[config.mk]
export PLATFORM = sky130hd
export DESIGN_NAME = pwm_dac
export DESIGN_NICKNAME = d
export VERILOG_FILES = /design/src/rtl/soundgen_pkg.sv /design/src/rtl/sample_holdreg.sv /design/src/rtl/pwm_dac.sv
export SDC_FILE = /design/constraint.sdc
export NUM_CORES = 1
export LEC_CHECK = 0
export CAP_MARGIN = 20
export CORE_UTILIZATION = 35
export DETAILED_ROUTE_END_ITERATION = 8
export PLACE_DENSITY = 0.58
export SLEW_MARGIN = 40
export SYNTH_ARGS = -nofsm -noshare
export SYNTH_HDL_FRONTEND = slang
export SYNTH_SLANG_ARGS = --single-unit
[constraint.sdc]
create_clock -name clk -period 3.3 [get_ports clk]
set_input_delay 0.495 -clock clk [delete_from_list [all_inputs] [get_ports clk]]
set_output_delay 0.495 -clock clk [all_outputs]
set_load 0.03 [all_outputs]
[src/rtl/soundgen_pkg.sv]
// Shared types and constants for the sound generator blocks.
package soundgen_pkg;
  localparam int SAMPLE_W  = 8;
  typedef logic signed [SAMPLE_W-1:0] sample_t;
  // One PWM frame covers the full magnitude range of a signed sample.
  localparam int FRAME_LEN = 1 << (SAMPLE_W - 1);
endpackage

[src/rtl/sample_holdreg.sv]
// One-entry pending buffer between the upstream generator and the PWM frame loader.
// Ports:
//   clk, rst_n        clock, async active-low reset
//   data_i / valid_i  upstream sample and its valid
//   ready_o           slot empty (combinational from the full flag)
//   load_i            consume strobe from the frame boundary
//   data_o / valid_o  sample offered to the loader; when empty, an incoming
//                     sample is passed straight through so a transfer on the
//                     boundary cycle is loaded on that same edge
module sample_holdreg
  import soundgen_pkg::*;
#(
  parameter int W = SAMPLE_W
) (
  input  logic         clk,
  input  logic         rst_n,
  input  logic [W-1:0] data_i,
  input  logic         valid_i,
  output logic         ready_o,
  input  logic         load_i,
  output logic [W-1:0] data_o,
  output logic         valid_o
);
  logic         full_q, full_d;
  logic [W-1:0] data_q, data_d;
  logic         xfer;

  assign ready_o = !full_q;
  assign xfer    = valid_i && !full_q;
  assign valid_o = full_q || valid_i;
  assign data_o  = full_q ? data_q : data_i;

  always_comb begin
    full_d = full_q;
    data_d = data_q;
    if (xfer) begin
      data_d = data_i;
      // Accepted and loaded on the same edge: never becomes pending.
      full_d = !load_i;
    end else if (load_i) begin
      full_d = 1'b0;
    end
  end

  always_ff @(posedge clk or negedge rst_n) begin
    if (!rst_n) begin
      full_q <= 1'b0;
      data_q <= '0;
    end else begin
      full_q <= full_d;
      data_q <= data_d;
    end
  end
endmodule

[src/rtl/pwm_dac.sv]
// Differential PWM output stage. Each signed sample is rendered as one frame of
// 2^(WIDTH-1) slots; the magnitude sets the pulse width on pwm_pos (positive)
// or pwm_neg (negative). One sample is buffered ahead in sample_holdreg.
// Ports:
//   clk, rst_n                  clock, async active-low reset
//   sample / sample_valid       upstream two's-complement sample
//   sample_ready                pending slot empty
//   pwm_pos / pwm_neg           registered pin drive
//   frame_start                 high in slot 0 of every frame
//   underrun                    high in slot 0 of a frame replaying the old sample
module pwm_dac
  import soundgen_pkg::*;
#(
  parameter int WIDTH = SAMPLE_W
) (
  input  logic             clk,
  input  logic             rst_n,
  input  logic [WIDTH-1:0] sample,
  input  logic             sample_valid,
  output logic             sample_ready,
  output logic             pwm_pos,
  output logic             pwm_neg,
  output logic             frame_start,
  output logic             underrun
);
  localparam int SW = WIDTH - 1;

  // slot_q is the slot whose pin values are computed this cycle and appear
  // on the registered pins after the next edge.
  logic [SW-1:0]    slot_q, slot_d;
  logic [WIDTH-1:0] act_q, act_d;
  logic             first_q;   // suppresses underrun on the first frame after reset
  logic             pos_q, neg_q, fs_q, ur_q;
  logic             pos_d, neg_d, fs_d, ur_d;

  logic             boundary, load, hold_vld, is_neg;
  logic [WIDTH-1:0] hold_data, mag_raw;
  logic [SW-1:0]    mag;

  sample_holdreg #(.W(WIDTH)) u_hold (
    .clk     (clk),
    .rst_n   (rst_n),
    .data_i  (sample),
    .valid_i (sample_valid),
    .ready_o (sample_ready),
    .load_i  (load),
    .data_o  (hold_data),
    .valid_o (hold_vld)
  );

  assign boundary = (slot_q == '0);
  assign load     = boundary && hold_vld;
  assign act_d    = load ? hold_data : act_q;
  assign slot_d   = slot_q + SW'(1);

  // |act| saturated to FRAME-1, so the last slot is always dead and the most
  // negative sample maps to a full-minus-one pulse.
  assign is_neg  = act_d[WIDTH-1];
  assign mag_raw = is_neg ? ('0 - act_d) : act_d;
  assign mag     = mag_raw[WIDTH-1] ? '1 : mag_raw[SW-1:0];

  assign pos_d = !is_neg && (act_d != '0) && (slot_q < mag);
  assign neg_d = is_neg && (slot_q < mag);
  assign fs_d  = boundary;
  assign ur_d  = boundary && !hold_vld && !first_q;

  always_ff @(posedge clk or negedge rst_n) begin
    if (!rst_n) begin
      slot_q  <= '0;
      act_q   <= '0;
      first_q <= 1'b1;
      pos_q   <= 1'b0;
      neg_q   <= 1'b0;
      fs_q    <= 1'b0;
      ur_q    <= 1'b0;
    end else begin
      slot_q  <= slot_d;
      act_q   <= act_d;
      first_q <= 1'b0;
      pos_q   <= pos_d;
      neg_q   <= neg_d;
      fs_q    <= fs_d;
      ur_q    <= ur_d;
    end
  end

  assign pwm_pos     = pos_q;
  assign pwm_neg     = neg_q;
  assign frame_start = fs_q;
  assign underrun    = ur_q;
endmodule

Word level (Yosys, flattened, before mapping)
Cells that the tools add are included.
{"block": "word_totals", "regBits": 29, "in_bits": 11, "out_inout_bits": 5, "word_cells": 34}
{"block": "op_classes", "n_lt_le_gt_ge": 1, "mux": 6, "addsub": 2, "reduce_logical": 16}
{"op": "$mux 8", "count": 3}
{"op": "$reduce_bool 8->1", "count": 1}
{"op": "$sub 1x8->8 const A", "count": 1}
{"op": "$add 7x1->7 const B", "count": 1}
{"op": "$logic_and 1x1->1", "count": 7}
{"op": "$logic_not 7->1", "count": 1}
{"op": "$lt 7x7->1", "count": 1}
{"op": "$mux 7", "count": 1}
{"op": "$logic_not 1->1", "count": 5}
{"op": "$mux 1", "count": 2}
{"op": "$reduce_bool 2->1", "count": 1}
{"op": "$logic_or 1x1->1", "count": 1}

Longest topological paths before layout
Gate-level depths: netlist of run 1.
{"block": "depth", "depth_word": 8, "mapped_depth": 18, "mapped_depth_nobuf": 18}

Modules after synthesis
A second synthesis of run 1 with hierarchy kept.
{"block": "hier_totals", "cells_unflattened": 153, "area_unflattened_um2": 1704.1}
{"mod": "pwm_dac", "cells_each": 122, "seq_area_each_um2": 501.7, "n_inst": 1, "area_per_inst_um2": 1219.9}
{"mod": "sample_holdreg", "cells_each": 31, "seq_area_each_um2": 225.2, "n_inst": 1, "area_per_inst_um2": 484.2}

Worst setup path after synthesis of run 1
No wires, ideal clock.
{"block": "synth_path", "path_kind": "register -> register", "from": "reg slot_q[0]", "to": "reg neg_q (netlist: pwm_neg)", "setup_time_ns": 0.073, "arrival_time_ns": 3.072, "required_time_ns": 3.227, "stages_incl_launch_ff": 18, "synth_period_minus_slack_ns": 3.144, "path_buffers": 0, "path_slack_ns": 0.156, "cell_sequence": "dfrtp_1 > inv_1 > ha_1 > nor2b_1 > nand2_1 > inv_2 > a32oi_1 > nand3_1 > inv_1 > ha_1 > or3_1 > a21oi_1 > ha_1 > a21oi_1 > nor2_1 > a2111oi_0 > o31ai_1 > nor2_1"}
{"block": "synth_between", "elab_chain_len": 8}
{"element": "start, declared", "line_no": "pwm_dac.sv:30", "text": "logic [SW-1:0] slot_q, slot_d;"}
{"element": "start signal, assigned", "line_no": "pwm_dac.sv:77", "text": "slot_q <= slot_d;"}
{"element": "$logic_not 7->1 (*)", "line_no": "pwm_dac.sv:51", "text": "assign boundary = (slot_q == '0);"}
{"element": "net boundary", "line_no": "pwm_dac.sv:36", "text": "logic boundary, load, hold_vld, is_neg;"}
{"element": "$logic_and 1x1->1 (*)", "line_no": "pwm_dac.sv:52", "text": "assign load = boundary && hold_vld;"}
{"element": "$mux 8 (*)", "line_no": "pwm_dac.sv:53", "text": "assign act_d = load ? hold_data : act_q;"}
{"element": "net act_d[0]", "line_no": "pwm_dac.sv:31", "text": "logic [WIDTH-1:0] act_q, act_d;"}
{"element": "$sub 1x8->8", "line_no": "pwm_dac.sv:59", "text": "assign mag_raw = is_neg ? ('0 - act_d) : act_d;"}
{"element": "$mux 8 (*)", "line_no": "pwm_dac.sv:59"}
{"element": "$mux 7 (*)", "line_no": "pwm_dac.sv:60", "text": "assign mag = mag_raw[WIDTH-1] ? '1 : mag_raw[SW-1:0];"}
{"element": "$lt 7x7->1 (*)", "line_no": "pwm_dac.sv:63", "text": "assign neg_d = is_neg && (slot_q < mag);"}
{"element": "$logic_and 1x1->1 (*)", "line_no": "pwm_dac.sv:63"}
{"element": "net neg_d", "line_no": "pwm_dac.sv:34", "text": "logic pos_d, neg_d, fs_d, ur_d;"}
{"element": "end signal, assigned", "line_no": "pwm_dac.sv:81", "text": "neg_q <= neg_d;"}
{"element": "end, declared", "line_no": "pwm_dac.sv:33", "text": "logic pos_q, neg_q, fs_q, ur_q;"}
Mark *: on every way through the listed nets, which the timed path passes. The rest lies on a longest branch.
A chain may end at the register's enable or synchronous reset.

Final worst setup path of run 1
{"block": "layout_path", "from": "reg slot_q[2]", "to": "reg neg_q (netlist: pwm_neg)"}
{"block": "layout_between", "elab_chain_len": 8}
{"element": "$logic_not 7->1", "line_no": "pwm_dac.sv:51"}
{"element": "$logic_and 1x1->1", "line_no": "pwm_dac.sv:52"}
{"element": "$mux 8", "line_no": "pwm_dac.sv:53"}
{"element": "$sub 1x8->8", "line_no": "pwm_dac.sv:59"}
{"element": "$mux 8", "line_no": "pwm_dac.sv:59"}
{"element": "$mux 7", "line_no": "pwm_dac.sv:60"}
{"element": "$lt 7x7->1", "line_no": "pwm_dac.sv:63"}
{"element": "$logic_and 1x1->1 (*)", "line_no": "pwm_dac.sv:63"}
{"element": "net neg_d", "line_no": "pwm_dac.sv:34"}
Marked as above.

==> results of run 1 <==
[state kept, by name, indices dropped and copies added (netlist names)]
register       cells
pwm_pos            1
frame_start        1
slot_q             7
first_q            1
pwm_neg            1
underrun           1
u_hold.full_q      1
act_q              8
u_hold.data_q      8
[power groups by stage]
stage	clock network [mW]	logic [mW]	registers [mW]
final	0.375	0.230	0.404
after global routing	0.399	0.250	0.407
after CTS	0.384	0.192	0.402
after detailed placement	0	0.185	0.409
after global placement	0	0.183	0.409
after floorplan	0	0.101	0.412
[stage by stage]
step | TNS, ns | power (mW) | utilization (%) | instances
floorplan | 0 | 0.514 | - | 165
global placement | -0.491 | 0.591 | 46.6 | 256
detailed placement | -0.638 | 0.595 | 46.6 | 256
CTS | 0 | 0.978 | 50.0 | 265
global route | -0.0298 | 1.06 | 53.7 | 269
finish | 0 | 1.01 | 53.7 | 269
[routing by layer]
metal  vias up  track usage, %  wire [um]  share of wire, %
met3        11            4.13        141               3.4
met5         -               0          0                 0
met4         0            8.44        102               2.5
li1        683               -          -                 -
met2        28            28.8       2080                51
met1       693            20.6       1770                43
[logic make-up after synthesis]
logic type	after synthesis	share of synthesized area, %
and+or+nand+nor	66	21.2
AOI/OAI and AO/OA	29	13.5
adders and majority gates	9	6.73
muxes	10	7.70
buffers and inverters	15	4.04
DFF	29	43.4
other	1	0.224
xor gates and xnor gates	6	3.14
[worst register-to-register path, stage by stage, from the launching register on]
cell	delay, ns
dfrtp_1	0.40
nor4_4	0.37
buf_4	0.18
nand3b_4	0.14
buf_12	0.19
mux2i_4	0.19
a211oi_2	0.32
buf_4	0.21
nor2b_2	0.05
ha_1	0.30
a21oi_2	0.14
nor2_2	0.07
a2111oi_4	0.28
o31ai_2	0.12
nor2_1	0.12
[layout make-up]
| cell class | count | area [um2] | area share [%] |
|---|---|---|---|
| Multi-Input combinational cell | 121 | 1040 | 43.2 |
| Sequential cell | 29 | 728 | 30.3 |
| Timing Repair Buffer | 48 | 414 | 17.2 |
| Clock buffer | 5 | 68.8 | 2.87 |
| Tap cell | 52 | 65.1 | 2.71 |
| Clock inverter | 3 | 46.3 | 1.93 |
| Inverter | 11 | 41.3 | 1.72 |
[cell usage in the layout (no fill, tap or decap), types with 2 or more instances in the layout]
master           instances
nor3_1                   3
o21ai_0                  3
buf_4                   31
ha_4                     2
dfrtp_1                 27
inv_2                    3
o211ai_1                 2
nand2_1                 26
clkbuf_8                 5
mux2_2                   3
mux2i_1                  3
a21oi_1                  3
mux2i_4                  4
a211oi_2                 2
nand3_1                  6
nor4b_1                  2
o21ai_1                  3
clkdlybuf4s50_1         15
inv_1                    8
xnor2_1                  5
a21o_1                   2
or3_1                    2
nor2_1                  10
a21oi_2                  2
ha_1                     7
nor2b_2                  2
[final timing paths]
| kind | depth (start not counted) | slack [ns] | to |
|---|---|---|---|
| worst min register to register | 1 | 0.45 | slot_q[0] |
| worst max-delay path | 14 | 0.13 | pwm_neg |
| worst min-delay path | 1 | 0.45 | slot_q[0] |
| min in group asynchronous | 2 | 0.58 | u_hold.data_q[1] |
| max in group asynchronous | 2 | 2.39 | first_q |
| worst max register to register | 14 | 0.13 | pwm_neg |
[what timing repair did]
action | in CTS | in global routing
endpoints found under the setup margin | 2 | 2
pin swaps | 1 | 11
resized for setup | 8 | 25
endpoints found under the hold margin | 0 | 0
buffers inserted | 1 | 4
hold buffers | 0 | 0
==> impl_results.md, run 1 <==
* Vias in the first global route at 1455
* Hold WC Path Type: reg2reg
* Clk root buf: clkbuf_8
* DP Wirelength at 2.89 mm
* First-pass GRT wire length at 6.66 mm
* Synth top cells by count: 28 x dfrtp_1, 27 x nand2_1, 12 x nor2_1, 9 x ha_1, 9 x inv_1
* PnR worst setup slack at 0.134 ns
* Post-DRT Antenna Nets at 0
* Net Switching at 0.282 mW
* Post-Synthesis Cells at 165
* Clock power frac at 37.2%
* DIE AREA at 5060 um2
* Final setup viols at 0
* Vias per inst at 5.26
* Internal power at 0.727 mW
* Max-cap viol count at 0
* Buffer and inverter count on the worst path at 3
* Worst setup path start: slot_q[2]
* DR iter-0 viols at 62
* Clock tree buffer depth at 2
* ANT cells at 0
* Startpoint types: flip-flop
* Share of cells above drive strength 1 at 35.9%
* Register bit total from synthesis at 29
* Worst Setup End Kind: flip-flop
* Syn. warnings at 0
* Post-Syn Area at 1670 um2
* Max stage delay on crit path at 0.40 ns
* Status: finished clean
* Seq/Total Area, Yosys at 43.4%
* Synth top area share at 41.9%
* Routed Wire Length at 4.09 mm
* P per Cell Area at 420 nW/um2
* TritonCTS Buffers at 5
* H-tree levels at 2
* Final worst path period need at 3.17 ns
* Fin. max-slew vios at 0
* Site Rows at 24
* Largest fanout on the critical path at 6
* Logic pwr share at 22.8%
* Post-synth cell types at 47
* Final Hold Viols at 0
* Syn Nets at 185
* Initial Util at 37.4%
* Place WS at -0.325 ns
* CTS Sinks at 29
* Placer congestion estimate at 0.824
* Pleak at 1.18 nW
* # DRC at 0
* Sw Ratio at 28.0%
* Sequential share of power at 40.0%
* Core area at 4470 um2
* Reg-to-reg critical path startpoint: slot_q[2]
* CP cell instances: nor4_4 -> buf_4 -> nand3b_4 -> buf_12 -> mux2i_4 -> a211oi_2 -> buf_4 -> nor2b_2 -> ha_1 -> a21oi_2 -> nor2_2 -> a2111oi_4 -> o31ai_2 -> nor2_1
* TritonCTS clock tree: done
* Mean Syn Cell Area at 10.1 um2
* Synth top area cells: dfrtp_1 42%, ha_1 6.7%, nand2_1 6.1%
* Hold_sp: slot_q[0]
* Final Cell Area at 2400 um2
* Critical path class: reg2reg
* Synth Flop Type: dfrtp_1
* Worst Skew at 0.00680 ns
* Count leader, synth: dfrtp_1
* Die Width at 71.2 um
* Max Freq at 0.316 GHz
* Asr flop ratio synth at 100%
* Die Ht at 71.2 um
* P&R area growth vs syn at 43.4%
* Synth area leader: dfrtp_1
* Maximum VDD drop at 0.000278 V
* I/O pin count at 16
* Worst-skew pair later-pin latency at 0.29 ns
* Hold_ws at 0.448 ns
* Clock-pin slew on the worst setup and hold paths at 0.07 ns
* Critical Path Most Common Cell: buf_4
* Fin nets at 236
* Largest net degree at the start of global routing at 30
* EDFF count, synth at 0
* Initial antenna violation count at 0
* Worst path slowest cell: dfrtp_1
* WL/cell at 15.2 um
* GR Overflow Total at 0
* Drt first pass iters at 6
* # fillers at 388
* Final period util at 95.9%
* Worst Path Required at 3.51 ns
* Crit-path leading delay family: compound AO/OA/AOI/OAI gates
* Arrival @ worst endpoint at 3.38 ns
* Via count at 1415
* DP Area at 2090 um2
* Tot GR Track Use at 17.2%
* Port Buffers at 15
No activity file was read; power rests on OpenSTA's default activity.
==> run 2: changes to the inputs <==
--- a/config.mk
+++ b/config.mk
@@ -7,7 +7,9 @@
 export LEC_CHECK = 0
 export CAP_MARGIN = 20
 export CORE_UTILIZATION = 35
+export CTS_BUF_LIST = sky130_fd_sc_hd__clkbuf_8
 export DETAILED_ROUTE_END_ITERATION = 8
+export GPL_TIMING_DRIVEN = 0
 export PLACE_DENSITY = 0.58
 export SLEW_MARGIN = 40
 export SYNTH_ARGS = -nofsm -noshare
==> run 2 against run 1 <==
Effect of this change: the flow now finishes with violations (DRC); wire length is 4.0% lower; critical path depth rose by 1; sequential share of layout area grew 2.6 points; non-clock buffer count decreased by 17; core utilization shrank 4.1 points; count of clock-buffer cells in the layout rose by 2; clock power is 13% lower; global-route usage about the same; largest cell class unchanged; largest power group unchanged.
==> impl_results.md, run 2 (synthesis gave the netlist of run 1 again) <==
* Final period util at 94.2%
* Post-DRT Antenna Nets at 0
* Commonest non-fill, non-tap cells in the layout: 26 x nand2_1, 25 x dfrtp_1, 13 x clkdlybuf4s50_1
* Tot GR Track Use at 17.1%
* Fin. max-slew vios at 0
* H-tree levels at 2
* TritonCTS Buffers at 5
* Logic pwr share at 21.2%
* Status: finished, violations left
* P per Cell Area at 418 nW/um2
* CTS Sinks at 29
* Reg-to-Reg End: pwm_neg
* ANT cells at 0
* Worst Setup End Kind: flip-flop
* Largest net degree at the start of global routing at 30
* Clock power frac at 35.2%
* Place WS at -0.797 ns
* Routed Wire Length at 3.93 mm
* Clk root buf: clkbuf_8
* Initial Util at 37.4%
* Placed Instances at 232
* Core area at 4470 um2
* Share of cells above drive strength 1 at 29.5%
* Hold WC Path Type: in2async
* Leading cell type in the layout, fill and taps excluded: nand2_1
* Max Freq at 0.322 GHz
* Hold-fix buffers, CTS at 0
* R2R cell count at 15
* Critical path class: reg2reg
* Arrival @ worst endpoint at 3.32 ns
* Max-cap viol count at 0
* Final worst path period need at 3.11 ns
* Fin nets at 219
* Vias in the first global route at 1351
* Final Hold Viols at 0
* Max_slew headroom at 55.4%
* Maximum VDD drop at 0.000287 V
* Port Buffers at 15
* Final setup viols at 0
* Largest registers: act_q x8, u_hold.data_q x8, slot_q x7
* DIE AREA at 5060 um2
* Final Cell Area at 2220 um2
* Worst Path Required at 3.51 ns
* DP Area at 1880 um2
* Initial antenna violation count at 0
* I/O pin count at 16
* Die Ht at 71.2 um
* Internal power at 0.666 mW
* Violated checks: DRC
* P&R area growth vs syn at 32.5%
* Via count at 1341
* First-pass GRT wire length at 6.55 mm
* Sequential share of power at 43.5%
* Placer congestion estimate at 0.809
* Cell Count, Final, Fillers Out at 252
* Worst setup path start: slot_q[4]
* Site Rows at 24
* Largest fanout on the critical path at 10
* DP Wirelength at 2.69 mm
* DR iter-0 viols at 63
* Drt first pass iters at 7
* Startpoint types: flip-flop
* GR Overflow Total at 0
* Sw Ratio at 28.2%
* Clock-pin slew on the worst setup and hold paths at 0.07 ns
* PnR worst setup slack at 0.193 ns
* Vias per inst at 5.32
* Worst-skew pair later-pin latency at 0.29 ns
* WL/cell at 15.6 um
* Reg-to-reg critical path startpoint: slot_q[4]
* Pleak at 1.09 nW
* TritonCTS clock tree: done
* Worst Skew at 0.00770 ns
* Net Switching at 0.261 mW
* Worst slew pin tran at 0.669 ns
* R2r setup slk at 0.19 ns
* Clock tree buffer depth at 2
* # DRC at 1
* Die Width at 71.2 um
==> run 2: worst max-delay path by stage <==
stage / slack (ns) / to / cells past startpoint
3_5_place_dp: -0.80 / pwm_pos / 15
6_report: 0.19 / pwm_neg / 15
5_1_grt: -0.01 / pwm_neg / 17
3_3_place_gp: -0.71 / pwm_neg / 15
2_1_floorplan: 0.16 / pwm_neg / 17
4_1_cts: 0.002 / pwm_pos / 16
==> run 2: power groups by stage <==
stage	clock [mW]	combinational, mW	sequential [mW]
floorplan	0	0.101	0.412
global placement	0	0.159	0.407
detailed placement	0	0.164	0.409
CTS	0.332	0.175	0.403
global route	0.349	0.216	0.407
finish	0.327	0.197	0.403
==> run 2: worst max-delay path: stages (launching register included) <==
cell and delay (ns):
dfrtp_1 0.48, nor4_4 0.24, buf_4 0.18, nand3b_4 0.10, buf_6 0.18, nor2_2 0.15, a21oi_4 0.06, ha_4 0.18
or3_1 0.39, a21oi_2 0.17, ha_1 0.26, a21oi_1 0.13, nor2_1 0.08, a2111oi_4 0.22, o31ai_2 0.13, nor2_1 0.10
==> run 2: per-layer routing <==
metal / wire [um] / track usage, %
met1: 1750 / 22.0
met2: 1930 / 26.7
met3: 166 / 4.42
met4: 79 / 8.67
met5: 0 / 0
==> run 2: timing repair <==
item,CTS,global route
pin swaps,4,4
setup buffers,5,7
setup endpoints to repair,2,2
gates resized for setup,19,14
==> run 2: layout make-up <==
cell class | count | area, um2
fillers | 417 | 2260
multi-input cells | 121 | 1010
flip-flops and latches | 29 | 731
repair buffers | 27 | 234
clock buffers | 7 | 96.3
well taps | 52 | 65.1
inverters | 11 | 46.3
plain buffers | 4 | 31.3
clock inverters | 1 | 5.00
==> run 2: per-stage QoR <==
stage / power (mW) / utilization (%) / hold slack (ns) / TNS [ns]
CTS: 0.910 / 46.6 / 0.269 / 0
global placement: 0.566 / 42.2 / 0.479 / -1.41
floorplan: 0.514 / - / 0.199 / 0
global route: 0.973 / 49.6 / 0.282 / -0.0227
detailed placement: 0.573 / 42.1 / 0.491 / -1.59
finish: 0.927 / 49.6 / 0.236 / 0
